<file path="src/rtl/oam_dma_pkg.sv">
// Shared CPU-subsystem definitions used by the sprite DMA engine.
package oam_dma_pkg;

  typedef enum logic [2:0] {
    StIdle,
    StHalt,
    StAlign,
    StRead,
    StWrite
  } oam_dma_state_t;

  localparam logic [15:0] OAM_DMA_ADDR = 16'h4014;
  localparam int unsigned XFER_LEN     = 256;

endpackage

</file>
<file path="src/rtl/oam_dma.sv">
// Sprite DMA: on a CPU store to the trigger address, halts the CPU and copies one 256-byte
// CPU page into PPU OAM as alternating get/put bus cycles, advancing only on cpu_en.
module oam_dma
  import oam_dma_pkg::*;
#(
  parameter logic [15:0] TRIGGER_ADDR = OAM_DMA_ADDR
) (
  input  logic        clk,
  input  logic        reset,
  input  logic        cpu_en,
  input  logic [15:0] cpu_addr,
  input  logic [7:0]  cpu_wdata,
  input  logic        cpu_write,
  input  logic [7:0]  bus_rdata,
  output logic        cpu_halt,
  output logic [15:0] bus_addr,
  output logic        bus_read,
  output logic [7:0]  oam_wdata,
  output logic        oam_we,
  output logic        busy
);

  oam_dma_state_t state_q, state_d;
  logic [7:0]     page_q, page_d;
  logic [7:0]     idx_q, idx_d;
  logic [7:0]     data_q, data_d;
  logic           parity_q, parity_d;

  always_ff @(posedge clk) begin
    if (reset) begin
      state_q  <= StIdle;
      page_q   <= 8'h00;
      idx_q    <= 8'h00;
      data_q   <= 8'h00;
      parity_q <= 1'b0;
    end else begin
      state_q  <= state_d;
      page_q   <= page_d;
      idx_q    <= idx_d;
      data_q   <= data_d;
      parity_q <= parity_d;
    end
  end

  always_comb begin
    state_d   = state_q;
    page_d    = page_q;
    idx_d     = idx_q;
    data_d    = data_q;
    // Free-running get/put phase: 0 = get (read) cycle, 1 = put (write) cycle.
    parity_d  = parity_q ^ cpu_en;
    bus_read  = 1'b0;
    bus_addr  = 16'h0000;
    oam_we    = 1'b0;
    oam_wdata = 8'h00;

    unique case (state_q)
      StIdle: begin
        if (cpu_en && cpu_write && (cpu_addr == TRIGGER_ADDR)) begin
          page_d  = cpu_wdata;
          idx_d   = 8'h00;
          state_d = StHalt;
        end
      end
      StHalt: begin
        // Reads must land on get cycles; insert ALIGN when the next cycle would be a put.
        if (cpu_en) state_d = parity_q ? StRead : StAlign;
      end
      StAlign: begin
        if (cpu_en) state_d = StRead;
      end
      StRead: begin
        bus_read = 1'b1;
        bus_addr = {page_q, idx_q};
        if (cpu_en) begin
          data_d  = bus_rdata;
          state_d = StWrite;
        end
      end
      StWrite: begin
        oam_wdata = data_q;
        oam_we    = cpu_en;
        if (cpu_en) begin
          if (idx_q == 8'hFF) begin
            state_d = StIdle;
          end else begin
            idx_d   = idx_q + 8'd1;
            state_d = StRead;
          end
        end
      end
      default: state_d = StIdle;
    endcase
  end

  assign busy     = (state_q != StIdle);
  assign cpu_halt = busy;

endmodule
</file>
<file path="config.mk">
export PLATFORM = sky130hd
export DESIGN_NAME = oam_dma
export DESIGN_NICKNAME = d
export VERILOG_FILES = /design/src/rtl/oam_dma_pkg.sv /design/src/rtl/oam_dma.sv
export SDC_FILE = /design/constraint.sdc
export NUM_CORES = 1
export LEC_CHECK = 0
export ABC_AREA = 1
export CAP_MARGIN = 25
export CORE_MARGIN = 2
export CORE_UTILIZATION = 47
export DETAILED_ROUTE_END_ITERATION = 12
export PLACE_DENSITY = 0.88
export SLEW_MARGIN = 20
export SYNTH_ARGS = -nofsm -noshare
export SYNTH_HDL_FRONTEND = slang
export SYNTH_SLANG_ARGS = --single-unit
</file>
<file path="constraint.sdc">
create_clock -name clk -period 3.4 [get_ports clk]
set_input_delay 0.34 -clock clk [delete_from_list [all_inputs] [get_ports clk]]
set_output_delay 0.34 -clock clk [all_outputs]
set_load 0.05 [all_outputs]
</file>
==> metrics.md, run 1 <==
| Metric | Value |
|---|---|
| Hpwl dp | `2.73 mm` |
| Die H | `62.7 µm` |
| Post-synth EDFFs | `0` |
| Mapped Cells | `236` |
| Number of detailed-route iterations in the first pass | `4` |
| Share of cells above drive strength 1 | `10.1%` |
| Worst-path cell chain | `nand2_1, nor2_1, inv_1, nor2_1, clkdlybuf4s50_1` |
| Status | `completed` |
| Via count | `1647` |
| GPL Wtd Cong | `0.833` |
| Ant. Diodes | `0` |
| Nets | `334` |
| Slowest stage cell, crit path | `clkdlybuf4s50_1` |
| Top post-synthesis cells by area | `dfxtp_1 35%, nor2_1 12%, inv_1 8.8%, nand2_1 8.3%, a211oi_2 6.2%` |
| GR Overflow Total | `0` |
| GR Util met2 | `34.5%` |
| Detail-routed net length per standard cell | `10.8 µm` |
| Area Overhead vs Synth | `43.0%` |
| WL final | `3.71 mm` |
| GRT met1 Usage | `21.9%` |
| Width of the die | `62.7 µm` |
| Top cell type's share of synthesized area | `34.6%` |
| Synth async-reset ratio | `0%` |
| FF+latch count, synth | `28` |
| DIE AREA | `3930 µm²` |
| Slew margin rel. | `65.6%` |
| Core Region | `3310 µm²` |
| Worst-Skew Late Latency | `0.33 ns` |
| Synth warnings | `0` |
| CTS tree | `done` |
| Startpoint Class | `flip-flop` |
| CTS clock-pin slew for the worst setup and hold paths | `0.15 ns` |
| Post-CTS Setup Bufs | `0` |
| Sequential share of the synthesized area | `34.6%` |
| Clock buffer depth | `2` |
| Min cycle time layout | `2.65 ns` |
| Clock Skew | `0.00680 ns` |
| Initial antenna violation count | `0` |
| Clk sinks | `28` |
| Buffers on Ports | `63` |
| Vias in the first global route | `1526` |
| Setup TNS | `0 ns` |
| Post-synthesis cell type count | `28` |
| CP max stage delay | `0.82 ns` |
| Synth Area per Inst | `6.86 µm²` |
| Max IR drop VDD | `0.209 mV` |
| CP required | `3.06 ns` |
| Final Hold Fails | `0` |
| Initial core utilization | `48.9%` |
| Pin count of the biggest net entering global routing | `20` |
| Final Power | `610 µW` |
| Static Leak | `0.000856 µW` |
| Met3 Track Usage GR | `3.96%` |
| Post-synth top flop | `dfxtp_1` |
| Synth Cell Area | `1620 µm²` |
| Max-slew violation count | `0` |
| Fill count | `290` |
| Syn_nets | `273` |
| Root Driver | `clkbuf_4` |
| Overall Global Routing Usage | `19.1%` |
| Pwr dens | `264 nW/µm²` |
| Hold Buf Count CTS | `0` |
| Setup CP Type | `flip-flop to primary output` |
| Hold crit path type | `flip-flop to flip-flop` |
| ANT nets after route | `0` |
| Critical path endpoint category | `primary output` |
| H-Tree Depth | `1` |
| Final setup violation count | `0` |
| Yosys top cell by area | `dfxtp_1` |
| I/O Pins | `64` |
| DRC violations left | `0` |
| WP data arrival | `2.31 ns` |
| Max Fclk | `377 MHz` |
| Final period util | `78.0%` |
| Worst Path Max Fanout | `16` |
| RSZ-0062 raised after global routing | `no` |
| Drt initial violations | `69` |
| First-pass GRT wire length | `6.20 mm` |
| Busiest grt layer | `met2` |
| Rows | `21` |
| Post_cts resized | `0` |
| Most frequent cell after synthesis | `nor2_1` |
| Total CTS buffers | `3` |
| Max_cap viols | `0` |
| CP most frequent cell | `nor2_1` |
| Vias per cell | `4.82` |
| Worst Tran Pin Value | `0.515 ns` |
| Commonest cells post-synth | `50 x nor2_1, 38 x inv_1, 36 x nand2_1, 28 x dfxtp_1, 16 x a21oi_1` |
[placed cells by master, fill, tap and decap left out, types with 2 or more instances in the layout]
| cell type | n |
|---|---|
| clkdlybuf4s50_1 | 63 |
| nor2_1 | 50 |
| inv_1 | 38 |
| nand2_1 | 36 |
| dfxtp_1 | 28 |
| a21oi_1 | 16 |
| o21ai_0 | 10 |
| nand3_1 | 9 |
| nand4_1 | 9 |
| a211oi_2 | 8 |
| nand2_2 | 5 |
| nor2_2 | 3 |
| nor3_1 | 3 |
| clkbuf_4 | 3 |
| inv_2 | 2 |
| nor2_4 | 2 |
[per-stage QoR]
step | instances | utilization (%) | cell area (µm²) | hold WS, ns | worst slack, ns
after global placement | 338 | 68.3 | 2260 | 0.439 | 1.16
after global routing | 342 | 69.9 | 2310 | 0.478 | 0.566
after CTS | 342 | 69.9 | 2310 | 0.469 | 0.736
after floorplan | 236 | - | 1620 | 0.429 | 0.748
after detailed placement | 338 | 68.3 | 2260 | 0.449 | 1.13
final | 342 | 69.9 | 2310 | 0.463 | 0.747
[cells by family after synthesis]
group                    count (synthesis)  share of synthesized area (%)
AND/OR/NAND/NOR                        122                           36.7
buffers and inverters                   49                           12.8
AO/OA/AOI/OAI                           35                           14.5
flip-flops                              28                           34.6
XOR/XNOR                                 1                          0.541
adder cells (fa/ha/maj)                  1                          0.773
[critical path: cells and delay by family, from the launching register on]
kind                   cells  cell delay [ns]
buffers and inverters      2             1.11
DFF                        1             0.41
and+or+nand+nor            3             0.48
[per-layer routing]
metal / vias up / share of wire (%) / wire [µm]
met5: - / 0 / 0
met4: 0 / 0.40 / 15
met3: 2 / 8.1 / 300
met2: 59 / 47 / 1750
met1: 722 / 44 / 1640
li1: 864 / - / -
[cell type report]
type,count,area (µm²),share of cell area (%)
clock buffer,3,22.5,0.973
timing repair buffer,64,638,27.6
tap,46,57.6,2.49
multi-input combinational,159,851,36.8
clock inverter,1,30.0,1.30
inverter,41,155,6.70
sequential,28,561,24.2
[registers in the layout, summed over array words and instances, names as in the netlist]
| signal | cells |
|---|---|
| idx_q | 8 |
| data_q | 8 |
| parity_q | 1 |
| state_q | 3 |
| page_q | 8 |
[final timing paths]
| path | endpoint | start | slack [ns] | cells after the start |
|---|---|---|---|---|
| hold reg to reg | data_q[0] | data_q[0] | 0.46 | 2 |
| hold / removal | data_q[0] | data_q[0] | 0.46 | 2 |
| setup / recovery | bus_addr[9] | state_q[1] | 0.75 | 5 |
| setup reg to reg | idx_q[1] | state_q[1] | 1.85 | 8 |
[power by group]
group	internal, µW	total (µW)	switching (µW)
Clock	119	220	101
Sequential	330	330	0.861
Combinational	40.7	59.7	18.9
(Power assumes the default switching activity.)
==> inputs of run 2 (changes only) <==
CORE_UTILIZATION = 43   (was 47)
PLACE_DENSITY = 0.81   (was 0.88)
clock period = 2.7 ns   (was 3.4 ns; I/O delays follow)
==> metrics.md, run 2 (synthesis gave the netlist of run 1 again) <==
| Metric | Value |
|---|---|
| Vias per cell | `4.83` |
| Pwr dens | `324 nW/µm²` |
| Clk sinks | `28` |
| Rows | `22` |
| CP most frequent cell | `nor2_1` |
| Initial core utilization | `44.6%` |
| ANT nets after route | `0` |
| Vias in the first global route | `1523` |
| Share of cells above drive strength 1 | `10.1%` |
| Worst-path cell chain | `nand2_1, nor2_1, inv_1, nor2_1, clkdlybuf4s50_1` |
| Largest regs | `data_q: 8 flops, idx_q: 8 flops, page_q: 8 flops` |
| RSZ-0062 raised after global routing | `no` |
| Worst Path Max Fanout | `16` |
| Worst Path Buf+Inv | `2` |
| Final period util | `89.5%` |
| H-Tree Depth | `1` |
| Highest metal used | `met4` |
| Drt initial violations | `49` |
| Final Hold Fails | `0` |
| WP data arrival | `2.15 ns` |
| Root Driver | `clkbuf_8` |
| Commonest non-fill, non-tap cells in the layout | `63 x clkdlybuf4s50_1, 50 x nor2_1, 38 x inv_1, 36 x nand2_1, 28 x dfxtp_1` |
| Hold Startpoint | `data_q[1]` |
| Via count | `1661` |
| Setup CP Type | `flip-flop to primary output` |
| Routed wl met2 | `1.60 mm` |
| Worst-Skew Late Latency | `0.27 ns` |
| Worst hold margin | `0.459 ns` |
| Width of the die | `65.4 µm` |
| I/O Pins | `64` |
| Slowest stage cell, crit path | `clkdlybuf4s50_1` |
| Worst Tran Pin Value | `0.518 ns` |
| Worst R2R Start | `state_q[1]` |
| Number of detailed-route iterations in the first pass | `4` |
| Finished Layout Cells | `344` |
| WL final | `3.62 mm` |
| Commonest non-fill, non-tap cell in the layout | `clkdlybuf4s50_1` |
| Total CTS buffers | `3` |
| Nets | `334` |
| Metal3 WL | `326 µm` |
| First-pass GRT wire length | `6.18 mm` |
| Static Leak | `0.000857 µW` |
| Max_cap viols | `0` |
| Fill count | `352` |
| Hold Buf Count CTS | `0` |
| Final setup violation count | `0` |
| Max IR drop VDD | `0.287 mV` |
| Setup WS post-layout | `0.285 ns` |
| WL met1 | `1.62 mm` |
| Clock buffer depth | `2` |
| Core Region | `3630 µm²` |
| CP required | `2.43 ns` |
| Clock Skew | `0.00188 ns` |
| Max Fclk | `414 MHz` |
| CP delay by family, top | `buffers and inverters` |
| Status | `completed` |
| Detail-routed net length per standard cell | `10.5 µm` |
| Slew margin rel. | `65.4%` |
| Pre-CTS setup slack | `0.554 ns` |
| DRC violations left | `0` |
| Hpwl dp | `2.72 mm` |
| Startpoint Class | `flip-flop` |
| Buffers on Ports | `63` |
| Die H | `65.4 µm` |
| Max-slew violation count | `0` |
| CP max stage delay | `0.82 ns` |
| Placed Cells incl. Taps | `340` |
| Critical path endpoint category | `primary output` |
| Overall Global Routing Usage | `18.4%` |
| Post_cts resized | `0` |
| Setup TNS | `0 ns` |
| CTS clock-pin slew for the worst setup and hold paths | `0.09 ns` |
| FF-to-FF setup slack | `1.13 ns` |
| Initial antenna violation count | `0` |
| GR Overflow Total | `0` |
| DIE AREA | `4270 µm²` |
| Pin count of the biggest net entering global routing | `20` |
| Area Overhead vs Synth | `43.3%` |
| Worst Setup SP | `state_q[1]` |
| Ant. Diodes | `0` |
| Min cycle time layout | `2.42 ns` |
| GPL Wtd Cong | `0.828` |
| Post-CTS Setup Bufs | `0` |
| Hold crit path type | `flip-flop to flip-flop` |
| CTS tree | `done` |
## run 2: cell count changes in the layout (fill, tap and decap cells not counted), sizes merged
cell and change:
bufinv -1, clkbuf +1
## run 2: worst register-to-register path, delay by kind of cell (launching register included)
kind,cells,cell delay (ns)
AND/OR/NAND/NOR,5,0.73
AO/OA/AOI/OAI,1,0.16
flip-flops,1,0.39
buffers and inverters,1,0.20
## run 2: final timing paths
path | endpoint | cells past startpoint
worst max-delay path | bus_addr[15] | 5
worst min-delay path | data_q[1] | 2
worst max register to register | idx_q[1] | 7
worst min register to register | data_q[1] | 2
## run 2: metrics by stage
| stage | utilization, % | cell area [µm²] | power [µW] |
|---|---|---|---|
| floorplan | - | 1620 | 447 |
| global placement | 62.3 | 2260 | 500 |
| detailed placement | 62.3 | 2260 | 500 |
| CTS | 63.8 | 2320 | 758 |
| global route | 63.8 | 2320 | 783 |
| finish | 63.8 | 2320 | 751 |
## run 2: power breakdown
| part | internal [µW] | switching [µW] | leakage, µW |
|---|---|---|---|
| Sequential | 414 | 1.12 | 0.000226 |
| Combinational | 51.3 | 23.5 | 0.000603 |
| Clock | 131 | 131 | 0.0000288 |
## run 2: layout make-up
class	count	area (µm²)	share of cell area [%]
inverter	41	155	6.69
timing repair buffer	64	638	27.5
multi-input combinational	159	851	36.7
clock buffer	4	55.1	2.37
sequential	28	561	24.2
tap	48	60.1	2.59
## run 2: layer usage
layer  up-vias  track usage (%)
li1        863                -
met1       730             20.9
met2        62             31.8
met3         6             5.48
met4         0             8.07
met5         -                0
==> inputs of run 3 (changes only) <==
CORE_MARGIN = unset   (was 2)
SLEW_MARGIN = 40   (was 20)
==> metrics.md, run 3 (synthesis gave the netlist of run 1 again) <==
| Metric | Value |
|---|---|
| Status | `completed` |
| Worst Tran Pin Value | `0.530 ns` |
| Initial core utilization | `46.7%` |
| Post_cts resized | `0` |
| Pwr dens | `350 nW/µm²` |
| Max IR drop VDD | `0.363 mV` |
| Max_cap viols | `0` |
| Area Overhead vs Synth | `44.1%` |
| Overall Global Routing Usage | `19.8%` |
| DRC violations left | `0` |
| Met3 Track Usage GR | `5.80%` |
| Busiest grt layer | `met2` |
| I/O Pins | `64` |
| Reg power frac | `50.8%` |
| Min cycle time layout | `2.45 ns` |
| Die H | `63.4 µm` |
| Worst hold margin | `0.459 ns` |
| Commonest non-fill, non-tap cells in the layout | `63 x clkdlybuf4s50_1, 50 x nor2_1, 38 x inv_1, 36 x nand2_1, 28 x dfxtp_1` |
| First-pass GRT wire length | `6.50 mm` |
| GPL Wtd Cong | `0.831` |
| Sw frac | `18.7%` |
| Worst-path cell chain | `nand2_1, nor2_1, inv_1, nor2_1, clkdlybuf4s50_1` |
| Setup CP Type | `flip-flop to primary output` |
| CTS clock-pin slew for the worst setup and hold paths | `0.09 ns` |
| CP delay by family, top | `buffers and inverters` |
| Via count | `1659` |
| Share of cells above drive strength 1 | `10.1%` |
| Worst-Skew Late Latency | `0.27 ns` |
| GRT met1 Usage | `22.6%` |
| Root Driver | `clkbuf_8` |
| Drt initial violations | `111` |
| Critical path endpoint category | `primary output` |
| Clock Skew | `0.00111 ns` |
| Max-slew violation count | `0` |
| Clock power share | `40.0%` |
| Int Power | `664 µW` |
| Initial antenna violation count | `0` |
| Rows | `21` |
| Startpoint Class | `flip-flop` |
| Static Leak | `0.000864 µW` |
| Total CTS buffers | `3` |
| Hold crit path type | `flip-flop to flip-flop` |
| Clk sinks | `28` |
| GR Util met2 | `34.2%` |
| Worst Path Max Fanout | `16` |
| Setup TNS | `0 ns` |
| DIE AREA | `4010 µm²` |
| Buffers on Ports | `63` |
| Number of detailed-route iterations in the first pass | `4` |
| WL final | `3.70 mm` |
| Vias in the first global route | `1596` |
| Hpwl dp | `2.74 mm` |
| Slowest stage cell, crit path | `clkdlybuf4s50_1` |
| CP most frequent cell | `nor2_1` |
| Final Hold Fails | `0` |
| Post-CTS Setup Bufs | `0` |
| Ant. Diodes | `0` |
| Combinational Power Share | `9.2%` |
| Slew margin rel. | `64.6%` |
| Final period util | `90.6%` |
| Nets | `334` |
| Psw | `153 µW` |
| Clock buffer depth | `2` |
| Commonest non-fill, non-tap cell in the layout | `clkdlybuf4s50_1` |
| H-Tree Depth | `1` |
| GR Overflow Total | `0` |
| CP required | `2.43 ns` |
| Worst Path Buf+Inv | `2` |
| RSZ-0062 raised after global routing | `no` |
| Max Fclk | `409 MHz` |
| Final setup violation count | `0` |
| WP data arrival | `2.18 ns` |
| Pin count of the biggest net entering global routing | `20` |
| Width of the die | `63.4 µm` |
| Largest regs | `data_q: 8 flops, idx_q: 8 flops, page_q: 8 flops` |
| Core Region | `3470 µm²` |
| Hold Buf Count CTS | `0` |
| Detail-routed net length per standard cell | `10.8 µm` |
| Vias per cell | `4.85` |
| CTS tree | `done` |
| CP max stage delay | `0.82 ns` |
| ANT nets after route | `0` |
==> run 3: path summary, 6_finish.rpt <==
| check | slack (ns) | to | cells after the start | from |
|---|---|---|---|---|
| worst max register to register | 1.11 | idx_q[0] | 7 | state_q[1] |
| worst min register to register | 0.46 | data_q[2] | 2 | data_q[2] |
| worst min-delay path | 0.46 | data_q[2] | 2 | data_q[2] |
| worst max-delay path | 0.25 | bus_addr[11] | 5 | state_q[1] |
==> run 3: routing by layer <==
layer / vias up / share of wire [%]
met2: 64 / 46
met3: 4 / 8.8
met4: 0 / 1.2
met1: 728 / 44
met5: - / 0
li1: 863 / -
==> run 3: cell type report <==
class,instances,area (µm²)
clock buffers,3,41.3
clock inverters,1,30.0
fillers,310,1130
inverters,41,155
multi-input cells,159,851
flip-flops and latches,28,561
well taps,46,57.6
repair buffers,64,638
==> run 3: per-stage QoR <==
stage                     area [µm²]  worst slack [ns]  instances  util (%)  power [µW]
final                           2330             0.255        342      67.3         817
after global routing            2330            0.0857        342      67.3         850
after CTS                       2330             0.226        342      67.3         830
after detailed placement        2260             0.526        338      65.2         501
after global placement          2260             0.568        338      65.2         500
after floorplan                 1620             0.118        236         -         447
==> run 3: worst min-delay path, stage by stage, from the launching register on <==
cell and delay [ns]:
dfxtp_1 0.31, inv_1 0.06, a21oi_1 0.05
==> run 3: power groups by stage <==
stage / clock network, µW / logic, µW / registers, µW
floorplan: 0 / 21.8 / 425
global placement: 0 / 74.9 / 425
detailed placement: 0 / 75.7 / 425
CTS: 338 / 76.0 / 415
global route: 353 / 81.9 / 416
finish: 326 / 75.2 / 415
